==> src/rtl/in1_debounce.sv <==
`default_nettype none
// ============================================================================
//  Module   : in1_debounce
//  Purpose  : Synchronises a bouncy asynchronous input into the CLK domain,
//             debounces it with a 4-state FSM plus counter, and presents a
//             clean registered level with rise/fall event pulses and a Busy
//             flag for status logic.
//  Revision : 1.0  initial release
// ============================================================================
module in1_debounce #(
  parameter int DB_CYCLES = 4,
  parameter int CNT_W     = 3
) (
  input  logic CLK,
  input  logic RST,
  input  logic RawIn,
  output logic In1,
  output logic RisePulse,
  output logic FallPulse,
  output logic Busy
);

  typedef enum logic [1:0] {
    STABLE_LO = 2'd0,
    CHK_HI    = 2'd1,
    STABLE_HI = 2'd2,
    CHK_LO    = 2'd3
  } state_t;

  // Count value at which the candidate level has been seen on enough
  // consecutive samples (the entry sample plus DB_CYCLES more).
  localparam logic [CNT_W-1:0] CNT_LAST = CNT_W'(DB_CYCLES - 1);

  logic             sync1;
  logic             sync2;
  logic [CNT_W-1:0] cnt;
  state_t           state;

  // Two-flop synchroniser; only sync2 is ever used by the FSM.
  always_ff @(posedge CLK or negedge RST) begin
    if (!RST) begin
      sync1 <= 1'b0;
      sync2 <= 1'b0;
    end else begin
      sync1 <= RawIn;
      sync2 <= sync1;
    end
  end

  // Debounce FSM with registered level, pulse and busy outputs.
  always_ff @(posedge CLK or negedge RST) begin
    if (!RST) begin
      state     <= STABLE_LO;
      cnt       <= '0;
      In1       <= 1'b0;
      RisePulse <= 1'b0;
      FallPulse <= 1'b0;
      Busy      <= 1'b0;
    end else begin
      // Pulses are single-cycle: cleared unless set by a transition below.
      RisePulse <= 1'b0;
      FallPulse <= 1'b0;
      case (state)
        STABLE_LO: begin
          In1  <= 1'b0;
          Busy <= 1'b0;
          cnt  <= '0;
          if (sync2) begin
            state <= CHK_HI;
            Busy  <= 1'b1;
          end
        end
        CHK_HI: begin
          if (!sync2) begin
            // Candidate high level did not persist: drop it silently.
            state <= STABLE_LO;
            Busy  <= 1'b0;
            cnt   <= '0;
          end else if (cnt == CNT_LAST) begin
            state     <= STABLE_HI;
            In1       <= 1'b1;
            RisePulse <= 1'b1;
            Busy      <= 1'b0;
            cnt       <= '0;
          end else begin
            cnt <= cnt + CNT_W'(1);
          end
        end
        STABLE_HI: begin
          In1  <= 1'b1;
          Busy <= 1'b0;
          cnt  <= '0;
          if (!sync2) begin
            state <= CHK_LO;
            Busy  <= 1'b1;
          end
        end
        CHK_LO: begin
          if (sync2) begin
            // Candidate low level did not persist: stay high, no pulse.
            state <= STABLE_HI;
            Busy  <= 1'b0;
            cnt   <= '0;
          end else if (cnt == CNT_LAST) begin
            state     <= STABLE_LO;
            In1       <= 1'b0;
            FallPulse <= 1'b1;
            Busy      <= 1'b0;
            cnt       <= '0;
          end else begin
            cnt <= cnt + CNT_W'(1);
          end
        end
        default: begin
          // Any corrupted encoding returns to the safe low state.
          state <= STABLE_LO;
          In1   <= 1'b0;
          Busy  <= 1'b0;
          cnt   <= '0;
        end
      endcase
    end
  end

endmodule
`default_nettype wire

==> config.mk <==
export PLATFORM = sky130hd
export DESIGN_NAME = in1_debounce
export DESIGN_NICKNAME = d
export VERILOG_FILES = /design/src/rtl/in1_debounce.sv
export SDC_FILE = /design/constraint.sdc
export NUM_CORES = 1
export LEC_CHECK = 0
export CORE_AREA = 3 3 40 42
export DETAILED_ROUTE_END_ITERATION = 8
export DIE_AREA = 0 0 43 45
export GPL_ROUTABILITY_DRIVEN = 1
export SYNTH_ARGS = -nofsm -noshare
export SYNTH_HDL_FRONTEND = slang
export SYNTH_SLANG_ARGS = --single-unit
==> constraint.sdc <==
create_clock -name CLK -period 1.7 [get_ports CLK]
set_input_delay 0.255 -clock CLK [delete_from_list [all_inputs] [get_ports CLK]]
set_output_delay 0.255 -clock CLK [all_outputs]
set_load 0.01 [all_outputs]
==> impl_metrics.py <==
metrics = {
    "run_status": {
        "outcome": "finished clean",
    },
    "power": {
        "vdd_drop_max_v": 0.000734,
        "power-per-cell-area_nw_per_um2": 1590,
        "power_w": 0.00106,
        "leakage_nw": 0.327,
    },
    "grt": {
        "grt_max_degree": 12,
        "overflow": 0,
        "track_usage_pct": 13.9,
        "grt_first_pass_wirelength_mm": 1.81,
        "grt_pass1_vias": 421,
        "antenna_found_initial": 0,
    },
    "timing": {
        "maxSlewViolCount": 0,
        "period_needed_ps": 1620,
        "worstMarginPinSlew_ps": 494,
        "period_share_pct": 95.3,
        "setup_slack_ps": 80.5,
        "fin_skew_ps": 3.74,
        "rsz0062_at_grt": "no",
        "clock.fmax_ghz": 0.617,
        "slew_headroom_pct": 67.0,
        "setup-tns-final_ps": 0,
        "hold_viol": 0,
        "whs_ps": 312,
        "setup_violations": 0,
    },
    "placed_design": {
        "place_ws_ps": 86.9,
        "io_buffers": 6,
        "globalplace.congestion": 0.713,
        "hpwl_um": 815,
    },
    "yosys": {
        "synth_area_per_cell_um2": 11.4,
        "yosysTopAreaCellShare_pct": 48.5,
        "yosys-top-cells-area": "dfrtp_1 48%, ha_1 13%, mux2i_1 3.5%",
        "synthCells": 50,
        "synth_nets": 59,
        "ys_warn_count": 0,
        "netlist_area_um2": 568,
        "ys_types": 23,
        "ys_seq_area_share_pct": 48.5,
        "yosysTopAreaCell": "dfrtp_1",
        "ys_ff_latch": 11,
    },
    "worst_setup_path": {
        "required_ps": 1830,
        "crit_fanout": 6,
        "arrival_ps": 1750,
        "crit_type": "flop to flop",
        "r2r_slack_ps": 80,
        "worst_setup_path_end_kind": "flop",
        "cp-start-kind": "flop",
    },
    "floorplan": {
        "core-area_um2": 1280,
        "start_util_pct": 44.2,
        "dieHeight_um": 45,
        "die_area_um2": 1940,
        "die_w_um": 43,
        "row_count": 13,
        "ios": 7,
    },
    "routing": {
        "drtAntennaViolNets": 0,
        "route.detailed.drc": 0,
        "wl_mm": 1.09,
        "vias": 405,
        "wire_per_inst_um": 14.7,
        "viasPerCell": 5.47,
        "drt_iter0_drc": 19,
        "drtPass1Iterations": 4,
    },
    "clock_tree": {
        "post_cts_resize_count": 0,
        "cts_buffers": 3,
        "clock_path_buffers": 2,
        "cts_setup_buffers": 0,
        "path_clk_slew_ps": 70,
        "htreeDepth": 1,
        "cts_tree": "built",
        "cts-root-buf": "clkbuf_4",
        "clkLatencyLatePin_ps": 270,
        "clock_sinks": 11,
        "hold_buffers": 0,
    },
    "cells_and_area": {
        "nets": 69,
        "n_antenna_cell": 0,
        "layout-drive-gt1-share_pct": 10.2,
        "synthToLayoutAreaGrowth_pct": 17.2,
    },
    "run": {
        "drv_cap": 0,
    },
    "worst_hold_path": {
        "hold_class": "primary input to asynchronous set/reset pin",
    },
}
sequential cells by signal, indices dropped and copies added, names as in the netlist, named ones only:
signal	count
Busy	1
FallPulse	1
In1	1
RisePulse	1
cnt	3
state	1
sync1	1
sync2	1
where the power goes:
part | total (W) | internal [W] | switching (W)
clock network | 0.000179 | 0.0000910 | 0.0000877
registers | 0.000391 | 0.000333 | 0.0000580
logic | 0.000487 | 0.000241 | 0.000247
total | 0.00106 | 0.000665 | 0.000392
path summary, 6_finish.rpt:
path	start	endpoint	depth (start not counted)
worst max-delay path	state[0]$_DFFE_PN0P_	In1$_DFFE_PN0P_	5
max in group asynchronous	RST	state[0]$_DFFE_PN0P_	1
worst min-delay path	RST	sync2$_DFF_PN0_	1
worst max register to register	state[0]$_DFFE_PN0P_	In1$_DFFE_PN0P_	5
min in group CLK	sync1$_DFF_PN0_	sync2$_DFF_PN0_	0
worst min register to register	sync1$_DFF_PN0_	sync2$_DFF_PN0_	0
cells in the final DEF, fill, tap and decap left out:
master / instances
a2111o_1: 1
a211oi_1: 2
a21oi_1: 2
a221o_1: 1
a22oi_1: 1
and2_1: 1
and3_1: 1
and3b_1: 2
buf_4: 1
clkbuf_1: 1
clkbuf_4: 3
clkdlybuf4s50_1: 6
dfrtp_1: 11
ha_1: 6
inv_1: 3
mux2_4: 1
mux2i_1: 2
nand2_1: 1
nand2b_1: 2
nand3_1: 3
nor2_1: 4
nor3_1: 1
o21ai_1: 1
o31ai_1: 1
or3b_2: 1
layout make-up:
cell class | count | area [µm²]
tap | 15 | 18.8
clock buffer | 4 | 26.3
multi-input combinational | 34 | 267
timing repair buffer | 7 | 67.6
fill | 112 | 619
inverter | 3 | 11.3
sequential | 11 | 275
routing by layer:
| layer | vias to the layer above | share of wire, % | GRT usage [%] |
|---|---|---|---|
| met4 | 0 | 1.6 | 10.2 |
| met3 | 2 | 6.6 | 7.17 |
| met2 | 10 | 52 | 23.7 |
| met1 | 198 | 40 | 12.8 |
| met5 | - | 0 | 0 |
| li1 | 195 | - | - |
synth_stat cells:
| master | number |
|---|---|
| dfrtp_1 | 11 |
| ha_1 | 6 |
| a211oi_1 | 2 |
| mux2i_1 | 2 |
| nor2_1 | 4 |
| a21oi_1 | 2 |
| mux2_4 | 1 |
| nand2_1 | 1 |
| nand3_1 | 3 |
| o21ai_1 | 1 |
| and3_1 | 1 |
| a2111o_1 | 1 |
| and3b_1 | 2 |
| or3b_2 | 1 |
| a221o_1 | 1 |
| o31ai_1 | 1 |
| a22oi_1 | 1 |
| buf_6 | 1 |
| and2_1 | 1 |
| nand2b_1 | 2 |
| inv_1 | 3 |
| nor3_1 | 1 |
| clkbuf_1 | 1 |
through the flow:
stage / instances / util [%] / instance area, µm²
3_3_place_gp: 70 / 49.8 / 639
4_1_cts: 74 / 51.8 / 666
5_1_grt: 74 / 51.8 / 666
3_5_place_dp: 70 / 49.8 / 639
6_report: 74 / 51.8 / 666
2_1_floorplan: 50 / - / 568
kinds of logic after synthesis:
group	share of synthesized area [%]
AND/OR/NAND/NOR	15.9
flip-flops	48.5
AO/OA/AOI/OAI	11.7
adder cells (fa/ha/maj)	13.2
buffers and inverters	4.62
multiplexers	6.17
critical path, stage by stage, from the launching register on:
cell      delay [ps]
dfrtp_1          410
inv_1            170
ha_1             270
or3b_2           440
mux2i_1          140
a211oi_1          60
Note: power is estimated with default switching activity, not from simulation.
